`src/rtl/gfx_scan_pkg.sv`:
```
// Shared types and default geometry for the scan-timing generator.
package gfx_scan_pkg;

    typedef enum logic {IDLE, RUN} scan_state_t;

    localparam int unsigned GBA_H_ACTIVE = 240;
    localparam int unsigned GBA_V_ACTIVE = 160;
    localparam int unsigned GBA_H_TOTAL  = 308;
    localparam int unsigned GBA_V_TOTAL  = 228;
    localparam int unsigned GBA_CPP      = 4;

endpackage

```
`src/rtl/scan_counter.sv`:
```
// Wrapping up-counter 0..MAX with clear and hold; `last` flags the terminal value.
module scan_counter #(
    parameter int unsigned WIDTH = 1,
    parameter int unsigned MAX   = 0
) (
    input  logic             clock,
    input  logic             reset,
    input  logic             en,
    input  logic             clear,
    output logic [WIDTH-1:0] Q,
    output logic             last
);

    localparam logic [WIDTH-1:0] MAX_V = WIDTH'(MAX);

    logic [WIDTH-1:0] cnt_q, cnt_d;

    assign Q    = cnt_q;
    assign last = (cnt_q == MAX_V);

    always_comb begin
        cnt_d = cnt_q;
        if (clear) begin
            cnt_d = '0;
        end else if (!en) begin
            cnt_d = cnt_q;
        end else if (last) begin
            cnt_d = '0;
        end else begin
            cnt_d = cnt_q + WIDTH'(1);
        end
    end

    always_ff @(posedge clock) begin
        if (reset) begin
            cnt_q <= '0;
        end else begin
            cnt_q <= cnt_d;
        end
    end

endmodule

```
`src/rtl/gfx_scan_driver.sv`:
```
// Scan-timing generator: pixel/line counters, blanking decodes, framebuffer
// write address/strobe, end-of-frame buffer toggle and line-compare flag.
module gfx_scan_driver
    import gfx_scan_pkg::*;
#(
    parameter int unsigned H_ACTIVE   = GBA_H_ACTIVE,
    parameter int unsigned V_ACTIVE   = GBA_V_ACTIVE,
    parameter int unsigned H_TOTAL    = GBA_H_TOTAL,
    parameter int unsigned V_TOTAL    = GBA_V_TOTAL,
    parameter int unsigned CPP        = GBA_CPP,
    parameter int unsigned ADDR_W     = 17,
    parameter int unsigned V_W        = 8,
    parameter bit          CONTINUOUS = 1'b1
) (
    input  logic                       clock,
    input  logic                       reset,
    input  logic                       en,
    input  logic                       start,
    input  logic [V_W-1:0]             lyc,
    output logic [$clog2(H_TOTAL)-1:0] hcount,
    output logic [V_W-1:0]             vcount,
    output logic [ADDR_W-1:0]          graphics_addr,
    output logic                       wen,
    output logic                       hblank,
    output logic                       vblank,
    output logic                       hblank_start,
    output logic                       vblank_start,
    output logic                       toggle,
    output logic                       vcount_match,
    output logic                       busy
);

    localparam int unsigned H_W   = $clog2(H_TOTAL);
    localparam int unsigned SUB_W = (CPP > 1) ? $clog2(CPP) : 1;

    localparam logic [H_W-1:0] H_ACT_V  = H_W'(H_ACTIVE);
    localparam logic [H_W-1:0] H_HBS_V  = H_W'(H_ACTIVE - 1);
    localparam logic [V_W-1:0] V_ACT_V  = V_W'(V_ACTIVE);
    localparam logic [V_W-1:0] V_VBS_V  = V_W'(V_ACTIVE - 1);

    scan_state_t state_q, state_d;
    logic [ADDR_W-1:0] addr_q, addr_d;

    logic [SUB_W-1:0] sub;
    logic sub_last, h_last, v_last;
    logic run, idle, last_sub, line_end, active;

    assign run  = (state_q == RUN);
    assign idle = !run;

    // Reset gating keeps every pulse quiet while reset is held.
    assign last_sub = sub_last & run & en & !reset;
    assign line_end = last_sub & h_last;

    scan_counter #(.WIDTH(SUB_W), .MAX(CPP - 1)) u_sub (
        .clock (clock),
        .reset (reset),
        .en    (run & en),
        .clear (idle),
        .Q     (sub),
        .last  (sub_last)
    );

    scan_counter #(.WIDTH(H_W), .MAX(H_TOTAL - 1)) u_hcount (
        .clock (clock),
        .reset (reset),
        .en    (last_sub),
        .clear (idle),
        .Q     (hcount),
        .last  (h_last)
    );

    scan_counter #(.WIDTH(V_W), .MAX(V_TOTAL - 1)) u_vcount (
        .clock (clock),
        .reset (reset),
        .en    (line_end),
        .clear (idle),
        .Q     (vcount),
        .last  (v_last)
    );

    assign hblank        = (hcount >= H_ACT_V);
    assign vblank        = (vcount >= V_ACT_V);
    assign active        = !hblank & !vblank;
    assign wen           = active & last_sub;
    assign hblank_start  = last_sub & (hcount == H_HBS_V);
    assign vblank_start  = line_end & (vcount == V_VBS_V);
    assign toggle        = line_end & v_last;
    assign vcount_match  = (vcount == lyc);
    assign busy          = run;
    assign graphics_addr = addr_q;

    always_comb begin
        state_d = state_q;
        addr_d  = addr_q;
        unique case (state_q)
            IDLE:    if (start) state_d = RUN;
            RUN:     if (!CONTINUOUS && toggle) state_d = IDLE;
            default: state_d = IDLE;
        endcase
        if (toggle) begin
            addr_d = '0;
        end else if (wen) begin
            addr_d = addr_q + ADDR_W'(1);
        end
    end

    always_ff @(posedge clock) begin
        if (reset) begin
            state_q <= CONTINUOUS ? RUN : IDLE;
            addr_q  <= '0;
        end else begin
            state_q <= state_d;
            addr_q  <= addr_d;
        end
    end

endmodule
```
`config.mk`:
```
export PLATFORM = sky130hd
export DESIGN_NAME = gfx_scan_driver
export DESIGN_NICKNAME = d
export VERILOG_FILES = /design/src/rtl/gfx_scan_pkg.sv /design/src/rtl/scan_counter.sv /design/src/rtl/gfx_scan_driver.sv
export SDC_FILE = /design/constraint.sdc
export NUM_CORES = 1
export LEC_CHECK = 0
export ABC_CLOCK_PERIOD_IN_PS = 3100
export CAP_MARGIN = 25
export CORE_ASPECT_RATIO = 0.75
export CORE_UTILIZATION = 52
export DETAILED_ROUTE_END_ITERATION = 8
export PLACE_DENSITY = 0.93
export RECOVER_POWER = 100
export SKIP_LAST_GASP = 1
export SYNTH_ARGS = -nofsm -noshare
export SYNTH_HDL_FRONTEND = slang
export SYNTH_SLANG_ARGS = --single-unit
export TNS_END_PERCENT = 5
```
`constraint.sdc`:
```
create_clock -name clock -period 3.1 [get_ports clock]
set_input_delay 0.775 -clock clock [delete_from_list [all_inputs] [get_ports clock]]
set_output_delay 0.775 -clock clock [all_outputs]
set_load 0.1 [all_outputs]
```
=== Word level (Yosys, flattened, before mapping) ===
Index checks and enable logic that the tools add are counted.

* Add/sub/neg operators: 4
* $lt $le $gt $ge: 2
* Equality and inequality tests: 6
* Multiplexer cells: 4
* Bitwise gates (word level): 11
* Reductions and logical operators: 6

{| class="wikitable"
|+ Operator list
! cell !! number
|-
| $add A17 B1 Y17 const B || 1
|-
| $eq A8 B8 Y1 const B || 2
|-
| $and A1 B1 Y1 || 10
|-
| $add A9 B1 Y9 const B || 1
|-
| $eq A9 B8 Y1 const B || 1
|-
| $eq A9 B9 Y1 const B || 1
|-
| $ge A9 B8 Y1 const B || 1
|-
| $mux W9 || 1
|-
| $add A8 B1 Y8 const B || 1
|-
| $eq A8 B8 Y1 || 1
|-
| $ge A8 B8 Y1 const B || 1
|-
| $mux W8 || 1
|-
| $reduce_or A2 Y1 || 3
|-
| $logic_not A1 Y1 || 3
|-
| $add A2 B1 Y2 const B || 1
|-
| $eq A2 B2 Y1 const B || 1
|-
| $mux W2 || 1
|-
| $mux W1 || 1
|-
| $not A1 Y1 || 1
|}

* Bits in registers: 37
* Bits of input ports: 12
* Word-level logic and storage cells: 38

=== Longest topological paths before layout ===
* Word-level depth: 7
* Depth in mapped cells: 7

=== Modules after synthesis ===
A second synthesis with hierarchy kept.

* Cells, all modules: 223
* Area, all modules: 2008.2 sq um

{| class="wikitable"
|+ By module, submodules not included
! module !! instances !! cells an instance !! area an instance (sq um) !! sequential area each (sq um)
|-
| gfx_scan_driver || 1 || 131 || 1078.5 || 360.3
|-
| scan_counter at u_hcount || 1 || 44 || 437.9 || 180.2
|-
| scan_counter at u_vcount || 1 || 40 || 396.6 || 160.2
|-
| scan_counter at u_sub || 1 || 8 || 95.1 || 40.0
|}

=== Least setup slack after synthesis ===
Ideal clock, no wire load.

* Kind: register to output
* Start point: reg u_hcount.cnt_q[0] (netlist: u_hcount.Q[0])
* End point: out vblank_start
* Arrival time: 4.788 ns
* Data required time: 2.325 ns
* Setup slack: -2.463 ns
* Cell stages (with the launch flop): 6
* Path buffers: 1
* Path through: dfxtp_1 > ha_1 > and4b_1 > nand3_2 > buf_6 > nor4_1

* Cells in the longest elaborated chain, start to end: 3

{| class="wikitable"
|+ Ends and longest elaborated chain
! item !! line !! RTL
|-
| start, declared || scan_counter.sv:16 || <nowiki>logic [WIDTH-1:0] cnt_q, cnt_d;</nowiki>
|-
| start signal, assigned || scan_counter.sv:38 || <nowiki>cnt_q <= cnt_d;</nowiki>
|-
| $eq A9 B9 Y1 || scan_counter.sv:19 || <nowiki>assign last = (cnt_q == MAX_V);</nowiki>
|-
| $and A1 B1 Y1 || gfx_scan_driver.sv:53 || <nowiki>assign line_end = last_sub & h_last;</nowiki>
|-
| $and A1 B1 Y1 || gfx_scan_driver.sv:87 || <nowiki>assign vblank_start = line_end & (vcount == V_VBS_V);</nowiki>
|-
| end, declared || gfx_scan_driver.sv:27 || <nowiki>output logic vblank_start,</nowiki>
|}

Every way passes these cells.

=== Final worst setup path ===
* Start point: in reset
* End point: out toggle

* Cells in the longest elaborated chain, start to end: 4

{| class="wikitable"
|+ Ends and longest elaborated chain
! item !! line !! RTL
|-
| start, declared || gfx_scan_driver.sv:16 || <nowiki>input logic reset,</nowiki>
|-
| $logic_not A1 Y1 || gfx_scan_driver.sv:52 || <nowiki>assign last_sub = sub_last & run & en & !reset;</nowiki>
|-
| $and A1 B1 Y1 || gfx_scan_driver.sv:52 ||
|-
| $and A1 B1 Y1 || gfx_scan_driver.sv:53 ||
|-
| $and A1 B1 Y1 || gfx_scan_driver.sv:88 || <nowiki>assign toggle = line_end & v_last;</nowiki>
|-
| end, declared || gfx_scan_driver.sv:28 || <nowiki>output logic toggle,</nowiki>
|}

Every way passes these cells.

==> results.cfg <==
[pwr]
vdd_drop_max_v = 0.0002739
fin_total_pwr_uw = 960.0
p_leak_nw = 0.8537
powerDensity_nw_per_um2 = 382.3

[floorplan]
core_sq_um = 3685
die_height_microns = 56.07
row_count = 19
pin_count = 54
die-area_sq_um = 4154
initial_core_util_pct = 55.01
die_w_microns = 74.09

[logic_synthesis]
synth_nets = 245
async_flop_share_pct = 0
synth_area_sq_um = 2027
yosysMostFrequentCell = dfxtp_1
syn_inst = 227
synth.largest_area_cell = dfxtp_1
yosys-top-cells-area = dfxtp_1 37%, o31ai_1 4.8%, xnor2_1 4.8%
synth_ff_type = dfxtp_1
ys_seq_area_share_pct = 36.54
synth_edf_count = 0
yosysWarnings = 0
synth_cell_types = 43
yosys-top-cells-count = 37 x dfxtp_1, 19 x a21oi_1, 16 x nor2_1
avgSynthCellArea_sq_um = 8.929
synth_top_area_share_pct = 36.54
synth-seq-cells = 37

[clock_network]
cts.htree.levels = 2
cts.clk_slew.worst_paths_ns = 0.07
clock_latency_ns = 0.29
cts-buffers-inserted = 5
cts_resized = 0
postCtsHoldBufs = 0
cts-root-buf = clkbuf_8
cts.path.max_buffers = 2
tritoncts = built
cts_setup_buffers = 0
cts_sinks = 37

[routing]
dr.pass1.iters = 4
wl_per_cell_microns = 15.20
vias = 1989
remaining_drc_errors = 0
wl_microns = 5121
ant_nets = 0
viasPerCell = 5.902
drt_iter0_drc = 136

[grt]
grt_pass1_wl_microns = 8362
grt_overflow = 0
antenna_found_initial = 0
grt_pass1_vias = 1829
grt_use_total_pct = 26.45
grt_max_degree = 18

[run]
cap_violations = 0

[sta]
drv_slew = 0
setup_viol = 0
min_period_ns = 3.014
relSlewSlack_pct = 22.15
rsz0062_at_grt = no
fin_crit_sh_pct = 97.24
worst_pin_slew_ns = 1.173
hold_violations = 0
holdWs_ns = 0.4988
clock_skew_ns = 0.005848
fmax_mhz = 331.7
fin_setup_tns_ns = 0

[critical_path]
critPathMaxStageDelay_ns = 0.41
worstPathMaxFanout = 3
crit_end = toggle
cp.depth = 5
path_delay_family = simple AND/OR/NAND/NOR gates
regToRegEndpoint = u_vcount.Q[0]
setup.worst_path.class = in2out
cp.required_ns = 2.32
crit_arrival_ns = 2.24
worstReg2RegStart = u_sub.Q[0]
critPathCaptureType = output port
critical_path.slowest_cell = clkdlybuf4s50_1
reg2reg_depth = 6
cp_cell_sequence = clkdlybuf4s50_1 > and4b_4 > nand3_2 > nor3_1 > buf_12
rrSetupSlack_ns = 0.70
cp_num_buf_inv = 2
crit_start = reset
crit_path_start_kind = input port

[final_layout]
layout.nets = 302
diodes = 0
drive_gt1_share_pct = 12.28
syn_to_final_growth_pct = 23.89

[placement]
place.gp.congestion = 0.8246
hpwl_microns = 3698
port_buffers = 53

[outcome]
status = completed

[worst_hold_path]
hold_depth = 2
hold_class = reg2reg
sequential cells by signal (all words and copies together), names as in the netlist:
name	count
graphics_addr	17
u_hcount.Q	9
u_vcount.Q	8
u_sub.Q	2
busy	1
worst min-delay path by stage:
| stage | start | endpoint | slack [ns] |
|---|---|---|---|
| 2_1_floorplan | u_sub.Q[1] | u_sub.Q[1] | 0.46 |
| 3_3_place_gp | u_hcount.Q[1] | u_hcount.Q[1] | 0.47 |
| 3_5_place_dp | u_hcount.Q[1] | u_hcount.Q[1] | 0.49 |
| 4_1_cts | u_hcount.Q[1] | u_hcount.Q[1] | 0.50 |
| 5_1_grt | u_hcount.Q[1] | u_hcount.Q[1] | 0.53 |
| 6_report | graphics_addr[16] | graphics_addr[16] | 0.50 |
kinds of logic (layout without fill, tap and decap cells):
logic type               Yosys count  count (layout)  share of synthesized area, %
AO/OA/AOI/OAI                     50              50                         16.73
XOR/XNOR                          18              18                         7.778
adder cells (fa/ha/maj)            6               6                         3.704
buffers and inverters             21              79                         5.185
flip-flops                        37              37                         36.54
multiplexers                       3               3                         1.482
AND/OR/NAND/NOR                   92              92                         28.58
routing by layer:
layer	track usage, %	wire length (microns)	part of all wire, %
met4	7.967	19	0.37
met2	42.60	2441	48
met3	7.971	345	6.7
met5	0	0	0
met1	33.63	2314	45
cell type report:
class                   instances  area [sq um]
clock buffers                   7         86.33
clock inverters                 1         30.03
fillers                       347          1174
inverters                      12         45.04
multi-input cells             169          1179
flip-flops and latches         37         745.7
well taps                      52         65.06
repair buffers                 59         360.3
stage by stage:
stage / area (sq um) / worst slack, ns / instances / util, %
5_1_grt: 2511 / 0.02908 / 337 / 68.15
6_report: 2511 / 0.08550 / 337 / 68.15
2_1_floorplan: 2076 / -0.4307 / 227 / -
3_5_place_dp: 2614 / 0.09934 / 329 / 70.93
3_3_place_gp: 2614 / 0.1343 / 329 / 70.93
4_1_cts: 2730 / 0.09040 / 337 / 74.09
cells in the final DEF, fill, tap and decap left out, drive strengths merged, types with 8 or more instances in the layout:
cell type | netlist | layout
clkbuf | 3 | 47
dfxtp | 37 | 37
a21oi | 21 | 21
nor2 | 16 | 16
nand2 | 15 | 15
o31ai | 13 | 13
inv | 12 | 12
nand4 | 12 | 12
or4 | 12 | 12
xnor2 | 11 | 11
clkdlybuf4s50 | 0 | 11
nand3 | 11 | 11
o21ai | 10 | 10
or3 | 9 | 9
buf | 6 | 8
power breakdown:
| group | internal (mW) | switching, mW |
|---|---|---|
| registers | 0.478 | 0.00176 |
| clock network | 0.262 | 0.173 |
| logic | 0.0234 | 0.0222 |
worst min-delay path, cell delays in order (launching register included):
cell and delay, ns:
dfxtp_1 0.33, o31ai_1 0.07, a21oi_1 0.06
No activity file was read; power rests on OpenSTA's default activity.
